`src/rtl/avmm_reg_arbiter2.sv`:
```
`timescale 1ns/1ps
// avmm_reg_arbiter2: serialises two Avalon-MM masters onto one fixed-read-latency register slave.
// Optional `define ARB_ROUND_ROBIN_EN alternates tied grants; without it master A has fixed priority.
module avmm_reg_arbiter2 #(
  parameter int DW         = 8,
  parameter int AW         = 4,
  parameter int RD_LATENCY = 1
) (
  input  logic          csi_MCLK_clk,
  input  logic          rsi_MRST_reset,
  input  logic [AW-1:0] avs_A_address,
  input  logic          avs_A_read,
  input  logic          avs_A_write,
  input  logic [DW-1:0] avs_A_writedata,
  output logic [DW-1:0] avs_A_readdata,
  output logic          avs_A_waitrequest,
  input  logic [AW-1:0] avs_B_address,
  input  logic          avs_B_read,
  input  logic          avs_B_write,
  input  logic [DW-1:0] avs_B_writedata,
  output logic [DW-1:0] avs_B_readdata,
  output logic          avs_B_waitrequest,
  output logic [AW-1:0] avm_R_address,
  output logic          avm_R_read,
  output logic          avm_R_write,
  output logic [DW-1:0] avm_R_writedata,
  input  logic [DW-1:0] avm_R_readdata
);

  typedef enum logic [1:0] {IDLE, ISSUE, WAIT, DONE} arbState;

  localparam logic       PORT_A   = 1'b0;
  localparam logic       PORT_B   = 1'b1;
  localparam logic [1:0] LAT_LOAD = 2'(RD_LATENCY);

  arbState       state, stateNext;
  logic          reqA, reqB;
  logic          winner, winWrite;
  logic          grant, opWrite, capture;
  logic [1:0]    counter;
  logic [DW-1:0] readReg;

  assign reqA = avs_A_read | avs_A_write;
  assign reqB = avs_B_read | avs_B_write;

`ifdef ARB_ROUND_ROBIN_EN
  logic lastGrant;

  // Resetting to B hands the very first tie to A.
  always_ff @(posedge csi_MCLK_clk or posedge rsi_MRST_reset) begin
    if (rsi_MRST_reset) begin
      lastGrant <= PORT_B;
    end else if (state == IDLE && stateNext == ISSUE) begin
      lastGrant <= winner;
    end
  end
`endif

  always_comb begin
    winner = PORT_A;
    if (reqA && reqB) begin
`ifdef ARB_ROUND_ROBIN_EN
      winner = ~lastGrant;
`else
      winner = PORT_A;
`endif
    end else if (reqB) begin
      winner = PORT_B;
    end
  end

  // A port asserting read and write together is served as a write.
  assign winWrite = (winner == PORT_B) ? avs_B_write : avs_A_write;

  always_ff @(posedge csi_MCLK_clk or posedge rsi_MRST_reset) begin
    if (rsi_MRST_reset) begin
      state <= IDLE;
    end else begin
      state <= stateNext;
    end
  end

  always_comb begin
    stateNext = state;
    capture   = 1'b0;
    case (state)
      IDLE: begin
        if (reqA || reqB) stateNext = ISSUE;
      end
      ISSUE: begin
        if (opWrite) begin
          stateNext = DONE;
        end else if (RD_LATENCY == 0) begin
          capture   = 1'b1;
          stateNext = DONE;
        end else begin
          stateNext = WAIT;
        end
      end
      WAIT: begin
        if (counter == 2'd1) begin
          capture   = 1'b1;
          stateNext = DONE;
        end
      end
      DONE: begin
        stateNext = IDLE;
      end
      default: begin
        stateNext = IDLE;
      end
    endcase
  end

  // Strobes are registered so they line up with the ISSUE state for exactly one clock.
  always_ff @(posedge csi_MCLK_clk or posedge rsi_MRST_reset) begin
    if (rsi_MRST_reset) begin
      grant           <= PORT_A;
      opWrite         <= 1'b0;
      avm_R_address   <= '0;
      avm_R_writedata <= '0;
      avm_R_read      <= 1'b0;
      avm_R_write     <= 1'b0;
      counter         <= 2'd0;
      readReg         <= '0;
    end else begin
      avm_R_read  <= 1'b0;
      avm_R_write <= 1'b0;
      if (state == IDLE && stateNext == ISSUE) begin
        grant           <= winner;
        opWrite         <= winWrite;
        avm_R_address   <= (winner == PORT_B) ? avs_B_address : avs_A_address;
        avm_R_writedata <= (winner == PORT_B) ? avs_B_writedata : avs_A_writedata;
        avm_R_read      <= ~winWrite;
        avm_R_write     <= winWrite;
      end
      if (state == ISSUE && !opWrite) begin
        counter <= LAT_LOAD;
      end else if (state == WAIT) begin
        counter <= counter - 2'd1;
      end
      if (capture) begin
        readReg <= avm_R_readdata;
      end
    end
  end

  assign avs_A_waitrequest = reqA & ~(state == DONE && grant == PORT_A);
  assign avs_B_waitrequest = reqB & ~(state == DONE && grant == PORT_B);
  assign avs_A_readdata    = readReg;
  assign avs_B_readdata    = readReg;

endmodule

```
`config.mk`:
```
export PLATFORM = sky130hd
export DESIGN_NAME = avmm_reg_arbiter2
export DESIGN_NICKNAME = d
export VERILOG_FILES = /design/src/rtl/avmm_reg_arbiter2.sv
export SDC_FILE = /design/constraint.sdc
export NUM_CORES = 1
export LEC_CHECK = 0
export BUFFER_PORTS_ARGS = -buffer_cell sky130_fd_sc_hd__buf_2
export CAP_MARGIN = 20
export CORE_MARGIN = 5
export CORE_UTILIZATION = 35
export DETAILED_ROUTE_END_ITERATION = 10
export PLACE_DENSITY = 0.71
export SETUP_SLACK_MARGIN = 0.05
export SYNTH_ARGS = -nofsm -noshare
export SYNTH_HDL_FRONTEND = slang
export SYNTH_SLANG_ARGS = --single-unit
export TNS_END_PERCENT = 50
```
`constraint.sdc`:
```
create_clock -name csi_MCLK_clk -period 1.4 [get_ports csi_MCLK_clk]
set_input_delay 0.07 -clock csi_MCLK_clk [delete_from_list [all_inputs] [get_ports csi_MCLK_clk]]
set_output_delay 0.07 -clock csi_MCLK_clk [all_outputs]
set_load 0.02 [all_outputs]
```
==> results of run 1 <==
## critical path, stage by stage, from the launching register on
cell	delay, ns
dfrtp_1	0.40
inv_2	0.08
ha_4	0.20
nand2b_4	0.14
a21o_4	0.24
clkbuf_16	0.17
nand2_1	0.06
o21ai_1	0.05
## stage by stage
stage | setup slack (ns) | total power [W]
after floorplan | -0.1170 | 0.003170
after global placement | -0.03080 | 0.003787
after detailed placement | -0.08934 | 0.003875
after CTS | -0.03691 | 0.004852
after global routing | -0.08727 | 0.005537
final | -0.04205 | 0.005213
## kinds of logic after synthesis
logic type	after synthesis	share of synthesized area
fa+ha+maj	5	0.04575
buf+inv	19	0.1016
xor+xnor	1	0.006406
simple gates	20	0.06313
mux	21	0.1610
flops	28	0.5123
compound gates	24	0.1098
## Yosys cell counts, types with 2 or more instances
master,number
buf_4,8
nand2_1,14
dfrtp_1,28
inv_1,7
mux2_2,8
o21ai_2,5
a21oi_1,5
buf_8,2
mux2i_1,13
o21ai_1,6
o21ai_0,3
a21o_1,2
buf_6,2
nor2_1,3
ha_1,5
## report_power, final
group          total (W)  switching (W)  internal (W)  leakage [nW]
clock           0.000631       0.000249      0.000383        0.0357
sequential       0.00149       0.000277       0.00121         0.339
combinational    0.00309        0.00160       0.00149         0.771
total            0.00521        0.00212       0.00309          1.15
## worst paths after layout
check | from | end | slack [ns] | cells past startpoint
min in group asynchronous | rsi_MRST_reset | avs_A_readdata[1] | 0.40 | 4
max in group asynchronous | rsi_MRST_reset | avm_R_writedata[3] | 0.74 | 4
max | state[0] | avm_R_address[2] | -0.04 | 7
max reg2reg | state[0] | avm_R_address[2] | -0.04 | 7
min reg2reg | avm_R_writedata[6] | avm_R_writedata[6] | 0.48 | 2
min | avm_R_readdata[0] | avs_A_readdata[0] | 0.03 | 2
## layout make-up
type | count | area (sq um)
Tap cell | 48 | 60.06
Fill cell | 325 | 1633
Inverter | 7 | 26.28
Clock buffer | 3 | 41.29
Clock inverter | 1 | 30.03
Multi-Input combinational cell | 71 | 689.4
Sequential cell | 28 | 700.7
Timing Repair Buffer | 84 | 535.5
## registers in the layout (all words and copies together), names as in the netlist
| register | flops |
|---|---|
| counter | 2 |
| grant | 1 |
| avm_R_address | 4 |
| opWrite | 1 |
| avm_R_read | 1 |
| avs_A_readdata | 8 |
| state | 2 |
| avm_R_write | 1 |
| avm_R_writedata | 8 |
## per-layer routing
metal | vias to the layer above | share of wire
met4 | 0 | 0.013
met2 | 42 | 0.52
li1 | 546 | -
met5 | - | 0
met1 | 534 | 0.39
met3 | 4 | 0.073
## timing repair
| action | 4_1_cts | 5_1_grt |
|---|---|---|
| endpoints found under the setup margin | 26 | 25 |
| hold buffers | 1 | 0 |
| cloned | 1 | 1 |
| setup buffers | 1 | 0 |
| endpoints found under the hold margin | 28 | 0 |
| gates resized for setup | 17 | 28 |
| pin swaps | 7 | 4 |
==> flow_summary.toml, run 1 <==
[status]
status = "complete, but fails checks"
violations = "negative setup slack"

[final_layout]
stdcell_count = 242
area_growth_pct = 52.33
final_cell_mix = "67 x buf_2, 28 x dfrtp_1, 13 x mux2i_1, 10 x buf_4, 9 x o21ai_2"
n_antenna_cell = 0
final_net_count = 238
fin_util = 0.5606
final_common_cell = "buf_2"
final_area_sq_um = 2083
drive_gt1_frac = 0.6546

[logic_synthesis]
yosys-top-cells-area = "dfrtp_1 51%, mux2i_1 9.5%, mux2_2 6.6%"
synthesis.instances = 118
synth_cell_types = 22
yosysWarningCount = 0
yosysTopAreaCell = "dfrtp_1"
synth_top_area_frac = 0.5124
synth_seq_cells = 28
synth_edf_count = 0
synth_flop_cell = "dfrtp_1"
syn_area_sq_um = 1368
async_flop_share = 1.000
avgSynthCellArea_sq_um = 11.59
syn_nets = 161
seq_area_frac_synth = 0.5124

[routing]
drc = 0
drtPass1Iterations = 2
ant_nets = 0
vias = 1126
wl_mm = 3.317
via_per_inst = 4.653
drt-wirelength-per-cell_um = 13.71
dr.first_iter.drc_count = 23

[setup_path]
worstPathArrival_ns = 1.61
worstPathRequired_ns = 1.57
end_kind = "flop"
crit_type = "flop to flop"
cp-start-kind = "flop"
cp_max_fo = 6

[global_route]
grtUsageMet2 = 0.2154
grt.overflow.total = 0
grt_use_total = 0.1203
use_met3 = 0.01524
grt_first_pass_wirelength_mm = 5.016
grtUsageMet1 = 0.1474
grt_pass1_vias = 1109
grt_max_degree = 29
antenna_found_initial = 0
top_usage_layer = "met2"

[placement]
hpwl_mm = 2.519
place_inst = 234
placed_area_sq_um = 1775
finalWeightedCongestion = 0.7568
port_buffers = 69

[sta]
whs_ns = 0.02636
fin_skew_ns = 0.001117
slew_headroom = 0.7652
period_share = 1.030
hold_viol = 0
worst_slack_ns = -0.04205
rsz0062_at_grt = "yes"
worst_slew_pin_slew_ns = 0.3523
fmax_mhz = 693.5
setup_tns_ns = -0.3151
setup_viol = 12
fin_crit_ns = 1.442
drv_slew = 0

[clocking]
clk_latency_ns = 0.27
clk_path_buf_depth = 2
htreeDepth = 1
cts_root_buf = "clkbuf_8"
cts_inserted_buffers = 3
cts_tree = "yes"
cts.reportedPaths.clkPinSlew_ns = 0.09
clock-sinks = 28

[pwr]
powerDensity_nw_per_um2 = 2502
peakVddDrop_v = 0.001003
p_leak_nw = 1.145

[floorplanning]
initial_core_util = 0.3680
fp.coreArea_sq_um = 3716
die_h_um = 72.51
rows = 22
fp.dieW_um = 72.51
dieArea_sq_um = 5258
pin_count = 70

[worst_hold_path]
hold_path.class = "primary input to flop"

[run]
max_cap_violations = 0
Power figures use the tool's default switching activity.
==> run 2, diff against run 1 <==
--- a/config.mk
+++ b/config.mk
@@ -8,9 +8,10 @@
 export BUFFER_PORTS_ARGS = -buffer_cell sky130_fd_sc_hd__buf_2
 export CAP_MARGIN = 20
 export CORE_MARGIN = 5
-export CORE_UTILIZATION = 35
+export CORE_UTILIZATION = 40
 export DETAILED_ROUTE_END_ITERATION = 10
-export PLACE_DENSITY = 0.71
+export PLACE_DENSITY = 0.79
+export RECOVER_POWER = 25
 export SETUP_SLACK_MARGIN = 0.05
 export SYNTH_ARGS = -nofsm -noshare
 export SYNTH_HDL_FRONTEND = slang
==> run 2 against run 1 <==
  * The flow still finishes with violations (negative setup slack)
  * Flip-flop and latch count is the same
  * Hold slack lost 0.024 ns
  * First-iteration DRC count grew 22%
  * Critical path depth is the same
  * Die area shrank 11%
  * Maximum frequency grew 1.6%
  * Register-to-register slack gained 0.02 ns
  * Cell count grew 2.1%
  * Critical path type unchanged
==> flow_summary.toml, run 2 (synthesis gave the netlist of run 1 again) <==
[status]
status = "complete, but fails checks"
violations = "negative setup slack"

[setup_path]
cp_max_fo = 11
slowest_stage = "dfrtp_1"
reg2reg_slack_ns = -0.02
critical-path-max-stage-delay_ns = 0.42
worstPathRequired_ns = 1.63
worstPathArrival_ns = 1.65
end_kind = "flop"
crit_type = "flop to flop"
path_cells = "inv_2, ha_4, nand2b_4, a21o_4, buf_12, nand2_2, o21ai_2"
cp-start-kind = "flop"

[pwr]
peakVddDrop_v = 0.001068
fin_total_pwr_w = 0.004725
p_leak_nw = 1.096
powerDensity_nw_per_um2 = 2300

[worst_hold_path]
hold_path.class = "primary input to flop"

[final_layout]
nFillCells = 286
final_net_count = 245
final_cell_mix = "67 x buf_2, 28 x dfrtp_1, 13 x mux2i_1, 10 x dlygate4sd3_1, 9 x nand2_2"
area_growth_pct = 50.23
final_area_sq_um = 2054
drive_gt1_frac = 0.6269
n_antenna_cell = 0
final_common_cell = "buf_2"

[clocking]
htreeDepth = 1
cts_inserted_buffers = 3
clk_path_buf_depth = 2
cts_tree = "yes"
cts.reportedPaths.clkPinSlew_ns = 0.15
clock-sinks = 28
clk_latency_ns = 0.32
cts_root_buf = "clkbuf_4"

[floorplanning]
die_h_um = 68.47
dieArea_sq_um = 4688
pin_count = 70
fp.dieW_um = 68.47
rows = 21
initial_core_util = 0.4131
fp.coreArea_sq_um = 3311

[routing]
dr.first_iter.drc_count = 28
via_per_inst = 4.563
ant_nets = 0
drtPass1Iterations = 6
drt-wirelength-per-cell_um = 13.34
wl_mm = 3.295
vias = 1127
drc = 0

[sta]
worst_slew_pin_slew_ns = 0.6828
fin_skew_ns = 0.008158
worst_slack_ns = -0.01976
slew_headroom = 0.5448
drv_slew = 0
whs_ns = 0.002115
fin_crit_ns = 1.420
hold_viol = 0
rsz0062_at_grt = "yes"
fmax_mhz = 704.3
period_share = 1.014
setup_viol = 10

[global_route]
grtUsageMet1 = 0.1475
top_usage_layer = "met2"
grt_use_total = 0.1410
grt_max_degree = 29
grt_first_pass_wirelength_mm = 4.988
antenna_found_initial = 0
use_met3 = 0.02791
grtUsageMet2 = 0.2706
grt_pass1_vias = 1178
grt.overflow.total = 0

[placement]
placed_area_sq_um = 1753
pre_cts_ws_ns = -0.07243
port_buffers = 69
finalWeightedCongestion = 0.6839
hpwl_mm = 2.351

[run]
max_cap_violations = 0
run 2: cell count changes in the layout (fill, tap and decap cells not counted), moves of 2 or more:
cell,previous run,this run
dlygate4sd3_1,1,10
mux2_2,0,8
mux2_4,8,0
nand2_2,5,9
clkbuf_4,0,3
buf_4,10,8
clkbuf_8,3,1
nand2_1,4,2
nand2_4,5,3
run 2: layout make-up:
type                    count  area [sq um]  share of cell area
clock buffers               4         36.28             0.01766
inverters                   7         26.28             0.01279
multi-input cells          71         655.6              0.3191
flip-flops and latches     28         700.7              0.3410
well taps                  46         57.56             0.02801
repair buffers             91         578.1              0.2814
run 2: final timing paths:
check,start,end,cells past startpoint
worst max-delay path,state[1],avm_R_writedata[5],7
worst min-delay path,avs_B_writedata[3],avm_R_writedata[3],3
worst max register to register,state[1],avm_R_writedata[5],7
worst min register to register,avm_R_writedata[4],avm_R_writedata[4],2
max in group asynchronous,rsi_MRST_reset,avm_R_writedata[6],4
min in group asynchronous,rsi_MRST_reset,avs_A_readdata[1],4
run 2: repair_timing:
action,4_1_cts,5_1_grt
gates cloned,1,0
hold endpoints to repair,37,0
pin swaps,13,3
hold buffers,10,0
buffers inserted,0,1
resized for setup,21,20
setup endpoints to repair,25,26
run 2: worst max-delay path: cells and delay by family (launching register included):
family / cells / cell delay [ns]
flip-flops: 1 / 0.42
adder cells (fa/ha/maj): 1 / 0.20
buffers and inverters: 2 / 0.23
AND/OR/NAND/NOR: 2 / 0.20
AO/OA/AOI/OAI: 2 / 0.26
run 2: where the power goes:
group	internal [W]	switching [W]
combinational	0.00130	0.00156
sequential	0.00121	0.000267
clock	0.000159	0.000229
total	0.00267	0.00205
run 2: routing by layer:
| layer | routed length (um) | vias to the layer above |
|---|---|---|
| li1 | - | 559 |
| met1 | 1281 | 526 |
| met2 | 1727 | 40 |
| met3 | 252 | 2 |
| met4 | 34 | 0 |
| met5 | 0 | - |
run 2: stage by stage:
stage / cells / TNS [ns] / util
finish: 247 / -0.09390 / 0.6206
global route: 247 / -1.087 / 0.6206
floorplan: 118 / -1.650 / -
global placement: 231 / -0.1207 / 0.5295
CTS: 246 / -0.4400 / 0.5941
detailed placement: 231 / -0.6291 / 0.5295
